<file path="src/rtl/video_pkg.sv">
// Shared definitions for the video fetch path: bandwidth codes, byte-select
// codes and the request state machine encoding.
package video_pkg;

    localparam logic [1:0] BW2 = 2'b00;
    localparam logic [1:0] BW4 = 2'b01;
    localparam logic [1:0] BW8 = 2'b11;

    localparam logic [2:0] BU1 = 3'b001;
    localparam logic [2:0] BU2 = 3'b010;
    localparam logic [2:0] BU4 = 3'b100;

    localparam logic [1:0] BSL_NAT = 2'b10;
    localparam logic [1:0] BSL_LO  = 2'b00;
    localparam logic [1:0] BSL_HI  = 2'b11;

    typedef enum logic {IDLE, REQ} req_state_t;

    // Last slot index of a bandwidth window; the unused code 2'b10 behaves as BW8.
    function automatic logic [2:0] bw_last_slot(input logic [1:0] win);
        case (win)
            BW2:     return 3'd1;
            BW4:     return 3'd3;
            default: return 3'd7;
        endcase
    endfunction

    // Request slots per window; a malformed one-hot code requests nothing.
    function automatic logic [2:0] bw_need(input logic [2:0] bu);
        case (bu)
            BU1:     return 3'd1;
            BU2:     return 3'd2;
            BU4:     return 3'd4;
            default: return 3'd0;
        endcase
    endfunction

endpackage

</file>
<file path="src/rtl/video_fetch_buf_if.sv">
// DRAM read port of the video fetch stage: request/accept plus returned data.
interface video_fetch_buf_if #(
    parameter int AW = 21
);
    logic          dram_req;
    logic [AW-1:0] dram_addr;
    logic          dram_next;
    logic          dram_strb;
    logic [15:0]   dram_rdata;

    modport master (
        output dram_req, dram_addr,
        input  dram_next, dram_strb, dram_rdata
    );

    modport slave (
        input  dram_req, dram_addr,
        output dram_next, dram_strb, dram_rdata
    );
endinterface

</file>
<file path="src/rtl/video_fetch_fifo.sv">
// Synchronous word FIFO with flush; a word written in a cycle becomes visible
// to the read side on the following cycle.
module video_fetch_fifo #(
    parameter  int DEPTH = 8,
    parameter  int W     = 16,
    localparam int PW    = $clog2(DEPTH),
    localparam int CW    = PW + 1
) (
    input  logic          clk,
    input  logic          rst,
    input  logic          flush,
    input  logic          push,
    input  logic          pop,
    input  logic [W-1:0]  wdata,
    output logic [W-1:0]  rdata,
    output logic [CW-1:0] count,
    output logic          empty,
    output logic          full
);

    logic [W-1:0]  mem [DEPTH];
    logic [PW-1:0] wr_ptr;
    logic [PW-1:0] rd_ptr;
    logic          do_push;
    logic          do_pop;

    assign empty   = (count == '0);
    assign full    = (count == CW'(DEPTH));
    assign do_push = push && !full && !flush;
    assign do_pop  = pop && !empty && !flush;
    assign rdata   = mem[rd_ptr];

    // NOTE: the storage array is deliberately left out of reset; only the
    // pointers and count define which entries are valid.
    always_ff @(posedge clk) begin
        if (do_push) begin
            mem[wr_ptr] <= wdata;
        end
    end

    always_ff @(posedge clk or posedge rst) begin
        if (rst) begin
            wr_ptr <= '0;
            rd_ptr <= '0;
            count  <= '0;
        end else if (flush) begin
            wr_ptr <= '0;
            rd_ptr <= '0;
            count  <= '0;
        end else begin
            if (do_push) wr_ptr <= wr_ptr + 1'b1;
            if (do_pop)  rd_ptr <= rd_ptr + 1'b1;
            case ({do_push, do_pop})
                2'b10:   count <= count + 1'b1;
                2'b01:   count <= count - 1'b1;
                default: ;
            endcase
        end
    end

endmodule

</file>
<file path="src/rtl/video_fetch_buf.sv">
// Video DRAM fetch stage: paces read requests, buffers returned words and
// steers them into the renderer fetch register. VFETCH_STATS_EN adds counters.
module video_fetch_buf
    import video_pkg::*;
#(
    parameter  int DEPTH = 8,
    parameter  int AW    = 21,
    localparam int CW    = $clog2(DEPTH) + 1
) (
    input  logic                     clk,
    input  logic                     rst,
    input  logic                     c3,
    input  logic                     line_start_s,
    input  logic                     video_go,
    input  logic [4:0]               video_bw,
    input  logic [AW-1:0]            video_addr,
    input  logic                     fetch_stb,
    input  logic [3:0]               fetch_sel,
    input  logic [1:0]               fetch_bsl,
    video_fetch_buf_if.master        dram,
    output logic [31:0]              fetch_data,
    output logic                     fifo_empty,
    output logic                     underrun
`ifdef VFETCH_STATS_EN
    ,
    output logic [7:0]               underrun_cnt,
    output logic [CW-1:0]            fifo_hwm
`endif
);

    localparam logic [CW:0] DEPTH_W = (CW + 1)'(DEPTH);

    req_state_t    state;
    logic [2:0]    slot;
    logic [CW-1:0] outstanding;
    logic [CW-1:0] discard;
    logic [CW-1:0] fifo_count;
    logic [15:0]   fifo_word;
    logic          fifo_full;
    logic          eligible;
    logic          accept;
    logic          ret;
    logic          push;
    logic          pop;
    logic          underrun_ev;
    logic [31:0]   steered;
    logic [31:0]   lane_mask;

    // Reserve FIFO space for every word still in flight, so returns never overflow.
    assign eligible = video_go && !fifo_full
                   && (slot < bw_need(video_bw[2:0]))
                   && (({1'b0, fifo_count} + {1'b0, outstanding}) < DEPTH_W);

    assign accept      = (state == REQ) && dram.dram_next && !line_start_s;
    assign ret         = dram.dram_strb && (outstanding != '0);
    assign push        = dram.dram_strb && (discard == '0) && !line_start_s;
    assign pop         = fetch_stb && !fifo_empty && !line_start_s;
    assign underrun_ev = fetch_stb && fifo_empty;

    video_fetch_fifo #(
        .DEPTH (DEPTH),
        .W     (16)
    ) u_fifo (
        .clk   (clk),
        .rst   (rst),
        .flush (line_start_s),
        .push  (push),
        .pop   (pop),
        .wdata (dram.dram_rdata),
        .rdata (fifo_word),
        .count (fifo_count),
        .empty (fifo_empty),
        .full  (fifo_full)
    );

    always_ff @(posedge clk or posedge rst) begin
        if (rst) begin
            slot <= '0;
        end else if (line_start_s || !video_go) begin
            slot <= '0;
        end else if (c3) begin
            slot <= (slot == bw_last_slot(video_bw[4:3])) ? 3'd0 : slot + 1'b1;
        end
    end

    // NOTE: all clocked state uses non-blocking assignments so every register
    // samples the pre-edge values of the others.
    always_ff @(posedge clk or posedge rst) begin
        if (rst) begin
            state          <= IDLE;
            dram.dram_req  <= 1'b0;
            dram.dram_addr <= '0;
        end else if (line_start_s) begin
            state         <= IDLE;
            dram.dram_req <= 1'b0;
        end else begin
            case (state)
                IDLE: begin
                    if (c3 && eligible) begin
                        state          <= REQ;
                        dram.dram_req  <= 1'b1;
                        dram.dram_addr <= video_addr;
                    end
                end
                REQ: begin
                    if (dram.dram_next) begin
                        state         <= IDLE;
                        dram.dram_req <= 1'b0;
                    end
                end
                default: begin
                    state         <= IDLE;
                    dram.dram_req <= 1'b0;
                end
            endcase
        end
    end

    // Outstanding counts every word in flight; a flush marks the current ones
    // as stale so their returns are dropped in arrival order.
    always_ff @(posedge clk or posedge rst) begin
        if (rst) begin
            outstanding <= '0;
            discard     <= '0;
        end else begin
            case ({accept, ret})
                2'b10:   outstanding <= outstanding + 1'b1;
                2'b01:   outstanding <= outstanding - 1'b1;
                default: ;
            endcase
            if (line_start_s) begin
                discard <= outstanding - CW'(ret);
            end else if (ret && (discard != '0)) begin
                discard <= discard - 1'b1;
            end
        end
    end

    // Even lanes take their byte from fetch_bsl[0], odd lanes from fetch_bsl[1].
    assign steered = {fetch_bsl[1] ? fifo_word[15:8] : fifo_word[7:0],
                      fetch_bsl[0] ? fifo_word[15:8] : fifo_word[7:0],
                      fetch_bsl[1] ? fifo_word[15:8] : fifo_word[7:0],
                      fetch_bsl[0] ? fifo_word[15:8] : fifo_word[7:0]};
    assign lane_mask = {{8{fetch_sel[3]}}, {8{fetch_sel[2]}},
                        {8{fetch_sel[1]}}, {8{fetch_sel[0]}}};

    always_ff @(posedge clk or posedge rst) begin
        if (rst) begin
            fetch_data <= '0;
            underrun   <= 1'b0;
        end else begin
            if (pop) begin
                fetch_data <= (fetch_data & ~lane_mask) | (steered & lane_mask);
            end
            if (line_start_s) begin
                underrun <= 1'b0;
            end else if (underrun_ev) begin
                underrun <= 1'b1;
            end
        end
    end

`ifdef VFETCH_STATS_EN
    always_ff @(posedge clk or posedge rst) begin
        if (rst) begin
            underrun_cnt <= '0;
            fifo_hwm     <= '0;
        end else begin
            if (underrun_ev && (underrun_cnt != 8'hFF)) begin
                underrun_cnt <= underrun_cnt + 1'b1;
            end
            if (fifo_count > fifo_hwm) begin
                fifo_hwm <= fifo_count;
            end
        end
    end
`endif

endmodule

</file>
<file path="src/flat_wrapper.sv">
// flat-port wrapper written by rule: the top's interface ports become plain ports
module video_fetch_buf_flat import video_pkg::*;
#(
    parameter  int DEPTH = 8,
    parameter  int AW    = 21,
    localparam int CW    = $clog2(DEPTH) + 1
)
  (clk, rst, c3, line_start_s, video_go, video_bw, video_addr, fetch_stb, fetch_sel, fetch_bsl, fetch_data, fifo_empty, underrun, dram_dram_req, dram_dram_addr, dram_dram_next, dram_dram_strb, dram_dram_rdata);
  video_fetch_buf_if #(.AW(AW)) dram_i ();
  input  logic clk;
  input  logic rst;
  input  logic c3;
  input  logic line_start_s;
  input  logic video_go;
  input  logic [4:0] video_bw;
  input  logic [AW-1:0] video_addr;
  input  logic fetch_stb;
  input  logic [3:0] fetch_sel;
  input  logic [1:0] fetch_bsl;
  output logic [31:0] fetch_data;
  output logic fifo_empty;
  output logic underrun;
  output wire logic [$bits(dram_i.dram_req)-1:0] dram_dram_req;
  output wire logic [$bits(dram_i.dram_addr)-1:0] dram_dram_addr;
  input wire logic [$bits(dram_i.dram_next)-1:0] dram_dram_next;
  input wire logic [$bits(dram_i.dram_strb)-1:0] dram_dram_strb;
  input wire logic [$bits(dram_i.dram_rdata)-1:0] dram_dram_rdata;
  assign dram_dram_req = dram_i.dram_req;
  assign dram_dram_addr = dram_i.dram_addr;
  assign dram_i.dram_next = dram_dram_next;
  assign dram_i.dram_strb = dram_dram_strb;
  assign dram_i.dram_rdata = dram_dram_rdata;
  video_fetch_buf #(.DEPTH(DEPTH), .AW(AW)) u_core (.clk(clk), .rst(rst), .c3(c3), .line_start_s(line_start_s), .video_go(video_go), .video_bw(video_bw), .video_addr(video_addr), .fetch_stb(fetch_stb), .fetch_sel(fetch_sel), .fetch_bsl(fetch_bsl), .dram(dram_i), .fetch_data(fetch_data), .fifo_empty(fifo_empty), .underrun(underrun));
endmodule
</file>
<file path="config.mk">
export PLATFORM = sky130hd
export DESIGN_NAME = video_fetch_buf_flat
export DESIGN_NICKNAME = d
export VERILOG_FILES = /design/src/rtl/video_pkg.sv /design/src/rtl/video_fetch_buf_if.sv /design/src/rtl/video_fetch_fifo.sv /design/src/rtl/video_fetch_buf.sv /design/src/flat_wrapper.sv
export SDC_FILE = /design/constraint.sdc
export NUM_CORES = 1
export LEC_CHECK = 0
export BUFFER_PORTS_ARGS = -buffer_cell sky130_fd_sc_hd__buf_4
export CAP_MARGIN = 25
export CORE_MARGIN = 1
export CORE_UTILIZATION = 40
export DETAILED_ROUTE_END_ITERATION = 7
export GPL_TIMING_DRIVEN = 0
export SYNTH_ARGS = -nofsm -noshare
export SYNTH_HDL_FRONTEND = slang
export SYNTH_HIERARCHICAL = 1
export SYNTH_SLANG_ARGS = --single-unit
</file>
<file path="constraint.sdc">
create_clock -name clk -period 5.4 [get_ports clk]
set_input_delay 0.81 -clock clk [delete_from_list [all_inputs] [get_ports clk]]
set_output_delay 0.81 -clock clk [all_outputs]
set_load 0.005 [all_outputs]
</file>
==> results of run 1 <==
layout make-up:
class / instances / area (um2)
Sequential cell: 205 / 5770
Buffer: 28 / 143
Clock buffer: 27 / 569
Multi-Input combinational cell: 303 / 2750
Timing Repair Buffer: 118 / 958
Fill cell: 1774 / 10500
Inverter: 9 / 33.8
Tap cell: 275 / 344
Clock inverter: 13 / 101
cells by family (layout without fill, tap and decap cells):
family	Yosys count	after routing	share of synthesized area [%]
AOI/OAI and AO/OA	58	58	4.13
and+or+nand+nor	120	120	7.18
DFF	205	205	66.5
xor gates and xnor gates	13	13	1.31
buffers and inverters	37	195	2.03
adders and majority gates	18	18	2.77
muxes	94	94	16.1
layout by cell type, fill, tap and decap left out, types with 3 or more instances in the layout:
| master | instances |
|---|---|
| buf_4 | 109 |
| mux2i_1 | 24 |
| clkbuf_1 | 14 |
| nor2_1 | 48 |
| nand3_1 | 4 |
| buf_2 | 10 |
| a21oi_1 | 41 |
| xnor2_1 | 7 |
| nand2_1 | 19 |
| xor2_1 | 6 |
| dfrtp_1 | 77 |
| ha_1 | 16 |
| nor3b_1 | 4 |
| clkinv_2 | 4 |
| inv_1 | 8 |
| and2_1 | 5 |
| o21ai_0 | 4 |
| nor4_1 | 3 |
| buf_6 | 3 |
| clkbuf_16 | 22 |
| nor3_1 | 5 |
| mux4_2 | 32 |
| clkinv_1 | 5 |
| buf_1 | 4 |
| buf_8 | 8 |
| mux2_2 | 36 |
| a211oi_1 | 3 |
| nor2_2 | 6 |
| edfxtp_1 | 128 |
| nand2b_1 | 4 |
power by group through the flow:
stage                     sequential (uW)  combinational [uW]  clock, uW
after floorplan                      1930                 298          0
after global placement               1930                 568          0
after detailed placement             1940                 595          0
after CTS                            1910                 601       1430
after global routing                 1930                 660       1490
final                                1910                 591       1390
per-layer routing:
metal	up-vias	track usage [%]	part of all wire (%)
li1	2351	-	-
met1	2562	22.8	41
met2	164	30.7	50
met3	27	3.36	7.5
met4	0	3.93	1.6
met5	-	0	0
final timing paths:
path,startpoint,end,slack [ns],cells after the start
worst max-delay path,u_core/discard[1],u_core/u_fifo/mem[0][14],1.75,9
worst min-delay path,rst,u_core/u_fifo/count[3],0.31,2
worst max register to register,u_core/discard[1],u_core/u_fifo/mem[0][14],1.75,9
worst min register to register,u_core/dram.dram_addr[16],u_core/dram.dram_addr[16],0.49,1
max in group asynchronous,rst,u_core/dram.dram_addr[20],4.29,3
min in group clk,u_core/dram.dram_addr[16],u_core/dram.dram_addr[16],0.49,1
worst max-delay path: cells and delay by family, from the launching register on:
kind | cells | cell delay, ns
simple gates | 5 | 2.05
buf+inv | 3 | 0.73
flops | 1 | 0.38
fa+ha+maj | 1 | 0.19
stage by stage:
step | hold WS [ns] | power [uW] | util (%) | cells
floorplan | 0.483 | 2230 | - | 545
global placement | 0.482 | 2500 | 46.5 | 929
detailed placement | 0.476 | 2540 | 47.3 | 938
CTS | 0.309 | 3940 | 50.5 | 978
global route | 0.336 | 4080 | 50.5 | 978
finish | 0.311 | 3890 | 50.5 | 978
==> metrics.md, run 1 <==
| Metric | Value |
|---|---|
| Tcrit/Tclk final | `67.6%` |
| Fin area | `0.0107 mm2` |
| Initial antenna violation count | `0` |
| Hpwl dp | `13.9 mm` |
| Vias in the first global route | `5,207` |
| Lkg Pwr | `0.00420 uW` |
| Total CTS buffers | `22` |
| Top cells by area, synth | `edfxtp_1 44%, dfrtp_1 22%, mux4_2 8.3%` |
| Final Critical Period | `3.65 ns` |
| Sequential fraction of the synthesis area | `66.5%` |
| Cell area after synthesis | `0.00867 mm2` |
| Most frequent cell after synthesis | `edfxtp_1` |
| Rows | `53` |
| Hold Crit Class | `input port to async pin` |
| DRT iter0 DRCs | `325` |
| Max-slew violations | `0` |
| Final setup fails | `0` |
| Most used DFF post-synth | `edfxtp_1` |
| Total core area | `0.0212 mm2` |
| Share of cells above drive strength 1 | `35.8%` |
| Crit path kind | `register to register` |
| Number of synthesized flops with an enable pin | `128` |
| I/O pins | `112` |
| Clk_skew | `0.0105 ns` |
| Post-route ant nets | `0` |
| Slew HR | `41.3%` |
| P&R area growth vs syn | `23.0%` |
| Pwr Density | `365 mW/mm2` |
| Routed len/inst | `19.8 um` |
| RSZ-0062 raised after global routing | `no` |
| RePlAce Congestion | `0.764` |
| Setup Buffers After CTS | `0` |
| Largest net degree at the start of global routing | `36` |
| Crit path cell chain | `inv_1, ha_1, or3b_2, nor3b_1, clkbuf_1, nand2_1, or3_1, nor3_2, buf_8` |
| TNS Setup | `0 ns` |
| Avg Cell Area, Syn | `15.9 um2` |
| CTS resizes | `0` |
| Syn. warnings | `6` |
| Hold-fix buffers at CTS | `0` |
| Maximum capacitance violations | `0` |
| Type of element capturing the critical path | `register` |
| H-tree level count | `1` |
| Max Clk Rate | `0.274 GHz` |
| Nets | `761` |
| Post-synth top area share | `44.3%` |
| DR vias/cell | `5.22` |
| Clock Path Buffers | `3` |
| Chip width | `149 um` |
| CTS tree | `built` |
| CP max stage cell | `nor3_2` |
| Global-route wire length before repair | `29.7 mm` |
| Synth Net Count | `619` |
| Synth area leader | `edfxtp_1` |
| Die area | `0.0223 mm2` |
| P_sw | `943 uW` |
| Final WL | `19.4 mm` |
| Logic pwr share | `15.2%` |
| Fraction of power spent switching nets | `24.2%` |
| Status | `completed` |
| Skew-Pair Late Insertion Delay | `0.51 ns` |
| # clock sinks | `205` |
| Flop and latch count out of synthesis | `205` |
| Buffers on Ports | `109` |
| GRT overflow | `0` |
| CP arrival | `3.86 ns` |
| Register share of total power | `49.1%` |
| Clock-pin slew on the worst setup and hold paths | `0.06 ns` |
| CTS root buf | `clkbuf_16` |
| Slew @ Worst Pin | `0.875 ns` |
| CP required | `5.61 ns` |
| P_int | `2950 uW` |
| Worst VDD drop | `0.000173 V` |
| Post-Syn Instances | `545` |
| Die height | `149 um` |
| Clk network pwr share | `35.7%` |
| Post-route worst setup slack | `1.75 ns` |
| Dpl cell area | `0.0100 mm2` |
| Remaining DRCs | `0` |
| CP Max Fanout | `9` |
| Gr usage total | `17.7%` |
| Worst Setup Start Kind | `register` |
| Diode count | `0` |
| Pre-CTS setup slack | `1.58 ns` |
| Detailed-route via count | `5,104` |
| Initial Utilization | `41.0%` |
| DRT Pass-1 Iters | `7` |
| Synth cell count leaders | `128 x edfxtp_1, 77 x dfrtp_1, 54 x nor2_1` |
| CP max stage delay | `0.68 ns` |
| Asr flop ratio synth | `37.6%` |
| Netlist cell types | `53` |
| Hold Vio Cnt, Final | `0` |
Note: power is estimated with default switching activity, not from simulation.
==> run 2: changes to the inputs <==
==> constraint.sdc (replaced) <==
create_clock -name clk -period 3.5 [get_ports clk]
set_input_delay 0.525 -clock clk [delete_from_list [all_inputs] [get_ports clk]]
set_output_delay 0.525 -clock clk [all_outputs]
set_load 0.005 [all_outputs]
==> run 2 against run 1 <==
Total power rose by 51%. Clock-buffer cell count decreased by 1. Clock skew grew 0.0076 ns. Sequential share of layout area is 0.12 points lower. Combinational power up 53%. Routed wire length down 2.2%. Worst setup slack lost 1.5 ns. Non-clock buffer count is 3 higher. Sequential cell count unchanged. Final area increased by 0.22%. Via count fell by 1.2%. Critical endpoint is now u_core/u_fifo/count[3].
==> metrics.md, run 2 (synthesis gave the netlist of run 1 again) <==
| Metric | Value |
|---|---|
| Clock Path Buffers | `3` |
| Vias in the first global route | `5,164` |
| I/O pins | `112` |
| GRT overflow | `0` |
| DR vias/cell | `5.15` |
| Slew @ Worst Pin | `0.833 ns` |
| Final WL | `19.0 mm` |
| Slew HR | `44.5%` |
| Gr usage total | `17.4%` |
| Detailed-route via count | `5,044` |
| Tcrit/Tclk final | `93.0%` |
| Global-route wire length before repair | `29.1 mm` |
| CTS root buf | `clkbuf_16` |
| Pwr Density | `550 mW/mm2` |
| Hold-fix buffers at CTS | `0` |
| CTS tree | `built` |
| Worst VDD drop | `0.000307 V` |
| Die area | `0.0223 mm2` |
| # clock sinks | `205` |
| Share of cells above drive strength 1 | `35.9%` |
| CP required | `3.93 ns` |
| RSZ-0062 raised after global routing | `no` |
| Post-route ant nets | `0` |
| Dpl cell area | `0.0100 mm2` |
| Chip width | `149 um` |
| Skew-Pair Late Insertion Delay | `0.50 ns` |
| Clock-pin slew on the worst setup and hold paths | `0.06 ns` |
| Sequential Area | `0.00577 mm2` |
| Most frequent cells in the layout | `128 x edfxtp_1, 111 x buf_4, 77 x dfrtp_1` |
| Final Critical Period | `3.26 ns` |
| FILL cells | `1,822` |
| H-tree level count | `1` |
| Max-slew violations | `0` |
| CP arrival | `3.69 ns` |
| Hpwl dp | `13.7 mm` |
| TNS Setup | `0 ns` |
| Lkg Pwr | `0.00420 uW` |
| P&R area growth vs syn | `23.3%` |
| Hold Vio Cnt, Final | `0` |
| Remaining DRCs | `0` |
| DP Cell Count | `938` |
| RePlAce Congestion | `0.752` |
| Nets | `764` |
| Rows | `53` |
| Initial Utilization | `41.0%` |
| Die height | `149 um` |
| DRT Pass-1 Iters | `4` |
| DRT iter0 DRCs | `274` |
| Type of element capturing the critical path | `register` |
| Total CTS buffers | `22` |
| Final setup fails | `0` |
| Diode count | `0` |
| CP Max Fanout | `9` |
| Routed len/inst | `19.4 um` |
| Maximum capacitance violations | `0` |
| Worst Setup Start Kind | `register` |
| Power Total | `5880 uW` |
| Max Clk Rate | `0.307 GHz` |
| Status | `completed` |
| Total core area | `0.0212 mm2` |
| Initial antenna violation count | `0` |
| R2R setup slack | `0.24 ns` |
| Clk_skew | `0.0181 ns` |
| Non-Filler Instances | `980` |
| Fin area | `0.0107 mm2` |
| Multi-input logic area | `0.00278 mm2` |
| Crit path kind | `register to register` |
| Buffers on Ports | `109` |
| Largest net degree at the start of global routing | `38` |
| Leading cell type in the layout, fill and taps excluded | `edfxtp_1` |
| Hold Crit Class | `input port to async pin` |
| Final Util | `50.6%` |
==> run 2: path summary, 6_finish.rpt <==
kind	cells past startpoint	start	to
worst max-delay path	12	u_core/discard[0]	u_core/u_fifo/count[3]
worst min-delay path	2	rst	u_core/u_fifo/wr_ptr[1]
worst max register to register	12	u_core/discard[0]	u_core/u_fifo/count[3]
worst min register to register	1	u_core/dram.dram_addr[16]	u_core/dram.dram_addr[16]
max in group asynchronous	3	rst	async pin
min in group clk	1	dram_dram_rdata[8]	u_core/u_fifo/mem[7][8]
==> run 2: cell type report <==
type	instances	share of cell area, %
plain buffers	28	1.35
clock inverters	13	0.643
well taps	275	3.22
flip-flops and latches	205	53.9
multi-input cells	303	26.0
repair buffers	121	9.25
inverters	9	0.316
clock buffers	26	5.29
==> run 2: layer usage <==
metal	up-vias	share of wire, %	track usage [%]
met5	-	0	0
met4	0	1.0	3.78
met3	13	6.5	2.91
met2	170	50	30.2
met1	2506	42	22.7
li1	2355	-	-
==> run 2: timing repair <==
| item | 4_1_cts | 5_1_grt |
|---|---|---|
| endpoints found under the setup margin | 25 | 91 |
| setup buffers | 0 | 3 |
| endpoints found under the hold margin | 0 | 0 |
| resized for setup | 1 | 5 |
| pin swaps | 0 | 2 |
==> run 2: through the flow <==
| stage | setup WS, ns | hold slack, ns |
|---|---|---|
| floorplan | 0.171 | 0.365 |
| global placement | -1.17 | 0.480 |
| detailed placement | -0.0512 | 0.486 |
| CTS | -0.0686 | 0.0498 |
| global route | 0.0385 | 0.0638 |
| finish | 0.243 | 0.0471 |
==> run 2: critical path, cell delays in order, from the launching register on <==
cell and delay [ns]:
dfrtp_1 0.40, inv_1 0.07, ha_1 0.20, or3b_2 0.48, nor3b_1 0.25, clkbuf_2 0.28, a21oi_2 0.09, nor2b_1 0.19
ha_1 0.30, a21o_1 0.21, a2111oi_0 0.42, mux2i_1 0.15, or3b_1 0.18
==> run 2: where the power goes <==
part / switching [uW] / total, uW / internal (uW)
combinational: 382 / 902 / 520
sequential: 148 / 2950 / 2800
clock: 883 / 2030 / 1150
==> run 3: changes to the inputs <==
--- a/config.mk
+++ b/config.mk
@@ -10,7 +10,8 @@
 export CORE_MARGIN = 1
 export CORE_UTILIZATION = 40
 export DETAILED_ROUTE_END_ITERATION = 7
-export GPL_TIMING_DRIVEN = 0
+export GPL_TIMING_DRIVEN = 1
+export PLACE_DENSITY = 0.71
 export SYNTH_ARGS = -nofsm -noshare
 export SYNTH_HDL_FRONTEND = slang
 export SYNTH_HIERARCHICAL = 1
==> run 3 against run 2 <==
Final area down 1.6%. Critical path depth down 1. Largest power group unchanged. Sequential share of layout area up 0.92 points. Sequential cell count unchanged. Routed wire length down 4.8%. Hold slack worse by 0.0031 ns. Global-route usage down 0.95 points. Maximum frequency up 4.3%. Sequential power about the same. Clock power up 6%.
==> metrics.md, run 3 (synthesis gave the netlist of run 1 again) <==
| Metric | Value |
|---|---|
| Status | `completed` |
| WP depth | `11` |
| CP arrival | `3.55 ns` |
| Clock-pin slew on the worst setup and hold paths | `0.06 ns` |
| Crit path kind | `register to register` |
| I/O pins | `112` |
| Leading cell type in the layout, fill and taps excluded | `edfxtp_1` |
| DRT iter0 DRCs | `300` |
| R2R depth | `11` |
| CTS tree | `built` |
| Pre-CTS setup slack | `0.179 ns` |
| Hold Vio Cnt, Final | `0` |
| Global-route wire length before repair | `28.0 mm` |
| Crit path cell chain | `inv_1, ha_1, or3b_2, nor3b_1, a21oi_2, nor2b_1, ha_1, a21o_1, a2111oi_0, mux2i_1, or3b_1` |
| CP max stage cell | `or3b_2` |
| P&R area growth vs syn | `21.3%` |
| Worst r2r src | `u_core/discard[0]` |
| Top Family by Delay on Critical Path | `simple AND/OR/NAND/NOR gates` |
| Type of element capturing the critical path | `register` |
| Total core area | `0.0212 mm2` |
| Buffers on Ports | `111` |
| TNS Setup | `0 ns` |
| Vias in the first global route | `5,231` |
| RSZ-0062 raised after global routing | `no` |
| Hold Crit Class | `input port to async pin` |
| R2R Path End | `u_core/u_fifo/count[3]` |
| Slew HR | `40.3%` |
| Post-route ant nets | `0` |
| H-tree level count | `1` |
| Lkg Pwr | `0.00414 uW` |
| Worst VDD drop | `0.000487 V` |
| Max-slew violations | `0` |
| Hpwl dp | `12.5 mm` |
| Maximum capacitance violations | `0` |
| Slew @ Worst Pin | `0.896 ns` |
| CTS resizes | `0` |
| RePlAce Congestion | `0.835` |
| Max Clk Rate | `0.320 GHz` |
| DR vias/cell | `5.28` |
| Post-route worst setup slack | `0.379 ns` |
| Most frequent cells in the layout | `128 x edfxtp_1, 126 x buf_4, 76 x dfrtp_1` |
| CP Max Fanout | `4` |
| Share of cells above drive strength 1 | `35.2%` |
| Skew-Pair Late Insertion Delay | `0.49 ns` |
| CP max stage delay | `0.47 ns` |
| WP buf/inv | `1` |
| Setup Buffers After CTS | `0` |
| Clock Path Buffers | `3` |
| GRT overflow | `0` |
| Clk_skew | `0.00650 ns` |
| Die height | `149 um` |
| Largest net degree at the start of global routing | `35` |
| Initial antenna violation count | `0` |
| R2R setup slack | `0.38 ns` |
| Detailed-route via count | `5,046` |
| CP required | `3.93 ns` |
| Final WL | `18.1 mm` |
| Final Critical Period | `3.12 ns` |
| Worst Setup Start Kind | `register` |
| Nets | `743` |
| Final setup fails | `0` |
| Die area | `0.0223 mm2` |
| Final Util | `49.7%` |
| Rows | `53` |
| Tcrit/Tclk final | `89.2%` |
| Most frequent CP cell | `ha_1` |
| Routed len/inst | `18.9 um` |
| Remaining DRCs | `0` |
| Initial Utilization | `41.0%` |
| Pwr Density | `572 mW/mm2` |
| Total CTS buffers | `23` |
| # clock sinks | `205` |
| Hold-fix buffers at CTS | `0` |
| DRT Pass-1 Iters | `5` |
| Chip width | `149 um` |
| Gr usage total | `16.4%` |
| CTS root buf | `clkbuf_16` |
| FILL cells | `1,759` |
| Diode count | `0` |
[run 3: routing by layer]
metal / vias up / share of wire, % / track usage, %
li1: 2300 / - / -
met1: 2532 / 41 / 21.5
met2: 183 / 50 / 28.1
met3: 31 / 6.7 / 2.42
met4: 0 / 2.4 / 5.31
met5: - / 0 / 0
[run 3: worst register-to-register path, cell delays in order (launching register included)]
cell	delay (ns)
dfrtp_1	0.40
inv_1	0.07
ha_1	0.20
or3b_2	0.47
nor3b_1	0.34
a21oi_2	0.12
nor2b_1	0.20
ha_1	0.29
a21o_1	0.20
a2111oi_0	0.44
mux2i_1	0.15
or3b_1	0.18
[run 3: worst max path at each step]
stage                      startpoint                      end  slack (ns)
4_1_cts        u_core/u_fifo/count[1]   u_core/u_fifo/count[3]        0.15
6_report            u_core/discard[0]   u_core/u_fifo/count[3]        0.38
2_1_floorplan       u_core/discard[0]  u_core/u_fifo/mem[1][0]        0.17
3_3_place_gp             line_start_s   u_core/u_fifo/count[3]        0.47
5_1_grt             u_core/discard[0]   u_core/u_fifo/count[3]        0.23
3_5_place_dp   u_core/u_fifo/count[1]   u_core/u_fifo/count[3]        0.18
[run 3: power by group]
| part | switching, uW | total [uW] | internal (uW) |
|---|---|---|---|
| Clock | 875 | 2150 | 1270 |
| Combinational | 395 | 914 | 519 |
| Sequential | 157 | 2960 | 2800 |
[run 3: cell type report]
type / count / area (um2) / area share [%]
multi-input cells: 303 / 2740 / 26.0
flip-flops and latches: 205 / 5770 / 54.9
inverters: 9 / 33.8 / 0.321
clock inverters: 8 / 68.8 / 0.654
well taps: 275 / 344 / 3.27
repair buffers: 127 / 966 / 9.18
clock buffers: 29 / 598 / 5.69
[run 3: through the flow]
step	hold slack [ns]	std cells	total power (uW)	instance area [um2]
floorplan	0.365	545	3440	8680
CTS	0.0380	955	6100	10500
finish	0.0440	956	6020	10500
detailed placement	0.490	918	3930	9850
global route	0.0698	956	6300	10500
global placement	0.469	918	3850	9850
